`config.mk`:
```
export PLATFORM = sky130hd
export DESIGN_NAME = complex_res_accumulator
export DESIGN_NICKNAME = d
export VERILOG_FILES = /design/src/rtl/complex_res_accumulator.sv
export SDC_FILE = /design/constraint.sdc
export NUM_CORES = 1
export LEC_CHECK = 0
export ABC_AREA = 1
export ABC_CLOCK_PERIOD_IN_PS = 2600
export CORE_ASPECT_RATIO = 0.6
export CORE_MARGIN = 3
export CORE_UTILIZATION = 40
export CTS_CLUSTER_SIZE = 25
export DETAILED_ROUTE_END_ITERATION = 8
export HOLD_SLACK_MARGIN = 0.15
export REMOVE_ABC_BUFFERS = 1
export SETUP_SLACK_MARGIN = 0.1
export SYNTH_ARGS = -nofsm -noshare
export SYNTH_HDL_FRONTEND = slang
export SYNTH_SLANG_ARGS = --single-unit
```
`constraint.sdc`:
```
create_clock -name clk_i -period 2.6 [get_ports clk_i]
set_input_delay 0.26 -clock clk_i [delete_from_list [all_inputs] [get_ports clk_i]]
set_output_delay 0.26 -clock clk_i [all_outputs]
set_load 0.1 [all_outputs]
```
`src/rtl/complex_res_accumulator.sv`:
```
// Sums N_ACC signed complex products per group and presents the
// complex result on a valid/ready handshake toward the downstream block.
module complex_res_accumulator #(
  parameter int DATA_W = 16,
  parameter int N_ACC  = 4,
  parameter int ACC_W  = 20
) (
  input  logic              clk_i,
  input  logic              rstn_i,
  input  logic              sw_rst_i,
  input  logic              res_val_i,
  input  logic [DATA_W-1:0] res_re_i,
  input  logic [DATA_W-1:0] res_im_i,
  output logic              res_rdy_o,
  output logic              acc_val_o,
  input  logic              acc_rdy_i,
  output logic [ACC_W-1:0]  acc_re_o,
  output logic [ACC_W-1:0]  acc_im_o,
  output logic [7:0]        cnt_o
);

  typedef enum logic {
    ACCUM,
    HOLD
  } state_e;

  localparam logic [7:0] LAST = 8'(N_ACC - 1);

  state_e state_q, state_d;

  logic signed [ACC_W-1:0] acc_re_q, acc_re_d;
  logic signed [ACC_W-1:0] acc_im_q, acc_im_d;
  logic signed [ACC_W-1:0] out_re_q, out_re_d;
  logic signed [ACC_W-1:0] out_im_q, out_im_d;
  logic [7:0]              cnt_q, cnt_d;

  logic signed [ACC_W-1:0] re_ext, im_ext;
  logic signed [ACC_W-1:0] sum_re, sum_im;

  assign re_ext = ACC_W'($signed(res_re_i));
  assign im_ext = ACC_W'($signed(res_im_i));
  assign sum_re = acc_re_q + re_ext;
  assign sum_im = acc_im_q + im_ext;

  always_comb begin
    state_d  = state_q;
    acc_re_d = acc_re_q;
    acc_im_d = acc_im_q;
    out_re_d = out_re_q;
    out_im_d = out_im_q;
    cnt_d    = cnt_q;
    if (sw_rst_i) begin
      state_d  = ACCUM;
      acc_re_d = '0;
      acc_im_d = '0;
      out_re_d = '0;
      out_im_d = '0;
      cnt_d    = '0;
    end else begin
      unique case (state_q)
        ACCUM: begin
          if (res_val_i) begin
            if (cnt_q == LAST) begin
              out_re_d = sum_re;
              out_im_d = sum_im;
              acc_re_d = '0;
              acc_im_d = '0;
              cnt_d    = '0;
              state_d  = HOLD;
            end else begin
              acc_re_d = sum_re;
              acc_im_d = sum_im;
              cnt_d    = cnt_q + 8'd1;
            end
          end
        end
        HOLD: begin
          if (acc_rdy_i) state_d = ACCUM;
        end
        default: state_d = ACCUM;
      endcase
    end
  end

  always_ff @(posedge clk_i or negedge rstn_i) begin
    if (!rstn_i) begin
      state_q  <= ACCUM;
      acc_re_q <= '0;
      acc_im_q <= '0;
      out_re_q <= '0;
      out_im_q <= '0;
      cnt_q    <= '0;
    end else begin
      state_q  <= state_d;
      acc_re_q <= acc_re_d;
      acc_im_q <= acc_im_d;
      out_re_q <= out_re_d;
      out_im_q <= out_im_d;
      cnt_q    <= cnt_d;
    end
  end

  // Handshake flags come from the state register alone
  assign res_rdy_o = (state_q == ACCUM);
  assign acc_val_o = (state_q == HOLD);
  assign acc_re_o  = out_re_q;
  assign acc_im_o  = out_im_q;
  assign cnt_o     = cnt_q;

endmodule

```
* Yosys cells after proc, flatten, opt, wreduce, memory -nomap -nowiden *
Index checks and enable logic that the tools add are counted.
Widths: inputs -> output; s select.

storage, ports and cells
  register bits = 89
  bits in latches = 0
  bits in writable memories = 0
  bits in read-only memories = 0
  bits of input ports = 37
  output and inout bits = 50
  logic and storage cells = 41
  memories = 0

cells by class
  add/sub/neg operators = 3
  multipliers = 0
  div/mod/pow operators = 0
  magnitude comparators = 0
  equality and inequality tests = 2
  shift-type cells = 0
  mux-type cells = 25
  bitwise logic cells = 1
  reductions and logical operators = 4

operators with widths
  kind                 count
  $mux 20              16
  $add 20x16->20       2
  $mux 8               4
  $add 8x1->8 const B  1
  $eq 8x2->1 const B   1
  $mux 1               4
  $reduce_bool 2->1    2
  $reduce_and 3->1     1
  $ne 2x2->1 const B   1
  $pmux 1 s2           1
  $reduce_and 2->1     1
  $not 1->1            1

* Logic depth before layout (Yosys ltp) *
  depth in word-level cells = 5
  mapped depth = 12

* Worst setup path before layout *
OpenSTA, ideal clock, no wires.

  path kind = register to register
  start = register state_q, in the netlist acc_val_o
  end = register cnt_q[0], in the netlist cnt_o[0]
  arrival time = 2513 ps
  required time = 2508 ps
  setup slack = -5 ps
  stages on the path, launching flop included = 8
  buffers on the path = 1
  cell sequence = dfrtp_1 -> inv_1 -> nand2_1 -> nand2_1 -> inv_2 -> clkbuf_1 -> nand2_1 -> o21ai_0

on the way
  longest elaborated chain between the ends = 2

RTL lines
  item                        RTL line  RTL
  start, declared             29        state_e state_q, state_d;
  start signal, assigned      94        state_q <= state_d;
  $ne 2x2->1 (no line)        -
  $reduce_and 2->1 (no line)  -
  end signal, assigned        99        cnt_q <= cnt_d;
  end, declared               35        logic [7:0] cnt_q, cnt_d;

Every way passes these cells.
A chain may end at the register's enable or synchronous reset.

* Final worst setup path *
  start = register acc_im_q[0]
  end = register out_im_q[8], in the netlist acc_im_o[8]

on the way
  longest elaborated chain between the ends = 5

RTL lines
  item                    RTL line  RTL
  start, declared         32        logic signed [ACC_W-1:0] acc_im_q, acc_im_d;
  start signal, assigned  96        acc_im_q <= acc_im_d;
  $add 20x16->20          43        assign sum_im = acc_im_q + im_ext;
  $mux 20                 63        if (cnt_q == LAST) begin
  $mux 20                 62        if (res_val_i) begin
  $mux 20                 60        unique case (state_q)
  $mux 20                 52        if (sw_rst_i) begin
  end signal, assigned    98        out_im_q <= out_im_d;
  end, declared           34        logic signed [ACC_W-1:0] out_im_q, out_im_d;

Every way passes these cells. The select of a mux whose other input is x is not followed.

==> results.md <==
* Status: complete, no violations
* Most numerous cell on the critical path: nand3_1
* Postcts setup bufs at 0
* Startpoint types: register
* Core Area at 13960 um^2
* Max-cap violations at 0
* Clock latency on the worst-skew pair at 0.35 ns
* HPWL after detailed placement at 12.03 mm
* Met2 usage in global routing at 0.3002
* Initial antenna violation count at 0
* Fmax at 484.3 MHz
* Initial Utilization at 0.4179
* GR peak layer: met1
* Pwr dens at 593.1 nW/um^2
* CTS tree: done
* Max-slew violation count at 0
* Gate power share at 0.324
* FP Rows at 33
* Critical path's top delay family: simple AND/OR/NAND/NOR gates
* Clock skew at 0.01202 ns
* GR Layer Usage met3 at 0.04370
* Post-synth top area share at 0.3819
* Clock power share at 0.306
* Power Internal at 2.674 mW
* Port bufs at 86
* Crit path time final at 2.065 ns
* Worst EP arrival at 2.30 ns
* Worst-path clk slew at 0.06 ns
* Leak at 3.963 nW
* CTS resizes at 0
* Synth cell types at 35
* Crit-path max cell delay at 0.44 ns
* Placed Instances at 1093
* Synth area leaders: dfrtp_1 38%, nand2_1 22%, ha_1 8.4%
* Inserted Clock Buffers at 9
* Count of boundary I/O pins at 87
* WP buf/inv at 0
* Final Instance Count excl. Fillers at 1110
* Via count at 5542
* Min-Delay Path Class: in2async
* Seq pwr share at 0.370
* Sw Pwr at 1.528 mW
* Pin count of the biggest net entering global routing at 51
* Final Wtd Congestion at 0.9084
* Cell Area, Synth at 5832 um^2
* Avg Inst Size Synth at 7.095 um^2
* Most used DFF post-synth: dfrtp_1
* Relative slew slack at 0.6344
* Slowest-stage cell, CP: fa_1
* Fill count at 1422
* Die area at 16110 um^2
* Net Sw Frac at 0.3636
* Final WL at 15.70 mm
* ANT cells at 0
* Detailed Routing Iterations Pass 1 at 5
* Synth Warn # at 0
* DRT iter0 DRCs at 413
* Sum of negative setup slack at 0 ns
* CTS Buffer Depth at 2
* Worst Path Required at 2.84 ns
* First-pass GRT wire length at 26.65 mm
* Clk root buf: clkbuf_16
* Share of cells above drive strength 1 at 0.1046
* Multi-input logic area at 3169 um^2
* Final net count at 991
* CTS Sinks at 89
* Worst path cell trace: ha_1 -> fa_1 -> nand3_1 -> nand3_1 -> nand3_1 -> nand2_1 -> or2_2 -> nand3_1 -> nand2_1
* Critical-path maximum fanout at 4
* Worst-margin pin slew at 0.5484 ns
* Crit Path Class: reg2reg
* Area leader, netlist: dfrtp_1
* Aggregate global-route resource usage at 0.2036
* Met1 usage in global routing at 0.3041
* Seq cells post-synth at 89
* DR WL/cell at 14.15 um
* Die height at 99.53 um
* Fin crit share at 0.7942
* Chip width at 161.9 um
* DRC errors left at 0
* Vias per Instance at 4.993
* Number of flops mapped to enable cells by yosys at 0
* Async S/R FF share, synth at 1.000
* RSZ-0062 raised after global routing: false
* CP startpoint: acc_im_q[0]$_DFFE_PN0P_
* Syn-to-layout area delta at 21.48%
* Most numerous cell in the Yosys netlist: nand2_1
* Fin. Hold Viols at 0
* FF-to-FF Start: acc_im_q[0]$_DFFE_PN0P_
* Crit end category: register
* GR Overflow Total at 0
* Register area at 2227 um^2
* Peak VDD IR at 0.3250 mV
* Synth top cells by count: 343 x nand2_1, 89 x dfrtp_1, 84 x inv_1
* ANT nets after route at 0
* Sequential area share after synthesis at 0.3819
* # setup viols final at 0
* Vias in the first global route at 5366
* H-Tree Depth at 3
* Post-Synthesis Cells at 822
[registers in the layout, indices dropped and copies added, names as in the netlist]
name       flops
acc_im_o      20
cnt_o          8
acc_re_q      20
acc_val_o      1
acc_re_o      20
acc_im_q      20
[stage by stage]
step	power [mW]	area, um^2	worst slack (ns)	utilization	hold WS [ns]
6_report	4.202	7084	0.5352	0.5076	0.4444
3_3_place_gp	2.902	6782	0.2732	0.4859	0.2833
4_1_cts	4.237	7084	0.5322	0.5076	0.4678
5_1_grt	4.490	7084	0.3661	0.5076	0.4742
2_1_floorplan	2.541	5720	-0.8768	-	-0.03559
3_5_place_dp	2.922	6782	0.2202	0.4859	0.2944
[routing by layer]
metal  wire length, um  up-vias
li1                  -     2799
met4               140        0
met3              1012       13
met2              6431      173
met1              8120     2557
met5                 0        -
[cell type report]
| type | count | share of cell area |
|---|---|---|
| clock buffers | 12 | 0.03762 |
| clock inverters | 4 | 0.003709 |
| inverters | 87 | 0.04610 |
| multi-input cells | 631 | 0.4474 |
| flip-flops and latches | 89 | 0.3144 |
| well taps | 192 | 0.03391 |
| repair buffers | 95 | 0.1169 |
[cell families after synthesis]
logic type,share of synthesized area
AO/OA/AOI/OAI,0.06372
XOR/XNOR,0.02103
flip-flops,0.3819
AND/OR/NAND/NOR,0.3677
buffers and inverters,0.07509
adder cells (fa/ha/maj),0.09054
[layout by cell type (no fill, tap or decap), types with 3 or more instances in the layout]
cell type and n:
clkbuf_16 9, inv_2 3, nand3_1 77, and2_1 7, nor3_1 4, nand3b_1 9
o21ai_1 7, nand4_1 4, nor2_1 48, inv_1 84, o21ai_0 18, dfrtp_1 89
ha_1 39, nand2_1 343, clkdlybuf4s50_1 35, o21bai_1 4, a21oi_1 31, buf_4 57
clkbuf_8 3, xnor2_1 7, xor2_1 7, or2_2 5, nand3_2 6
[power by group through the flow]
stage               Clock [mW]  Sequential (mW)  Combinational (mW)
global route              1.39             1.57                1.53
finish                    1.29             1.56                1.36
CTS                       1.33             1.56                1.35
floorplan                    0             1.67               0.868
detailed placement           0             1.58                1.34
global placement             0             1.58                1.32
[path summary, 6_finish.rpt]
kind                                            endpoint  slack (ns)  cells after the start
worst max-delay path             acc_im_o[8]$_DFFE_PN0P_        0.54                      9
worst min-delay path             acc_re_o[7]$_DFFE_PN0P_        0.44                      2
worst max register to register   acc_im_o[8]$_DFFE_PN0P_        0.54                      9
worst min register to register   acc_re_o[6]$_DFFE_PN0P_        0.47                      2
max in group asynchronous       acc_im_o[11]$_DFFE_PN0P_        1.48                      3
min in group clk_i               acc_re_o[6]$_DFFE_PN0P_        0.47                      2
[repair_timing]
action | in CTS | in global routing
hold endpoints to repair | 39 | 0
hold buffers | 1 | 0
setup endpoints to repair | 0 | 0
Power figures use the tool's default switching activity.
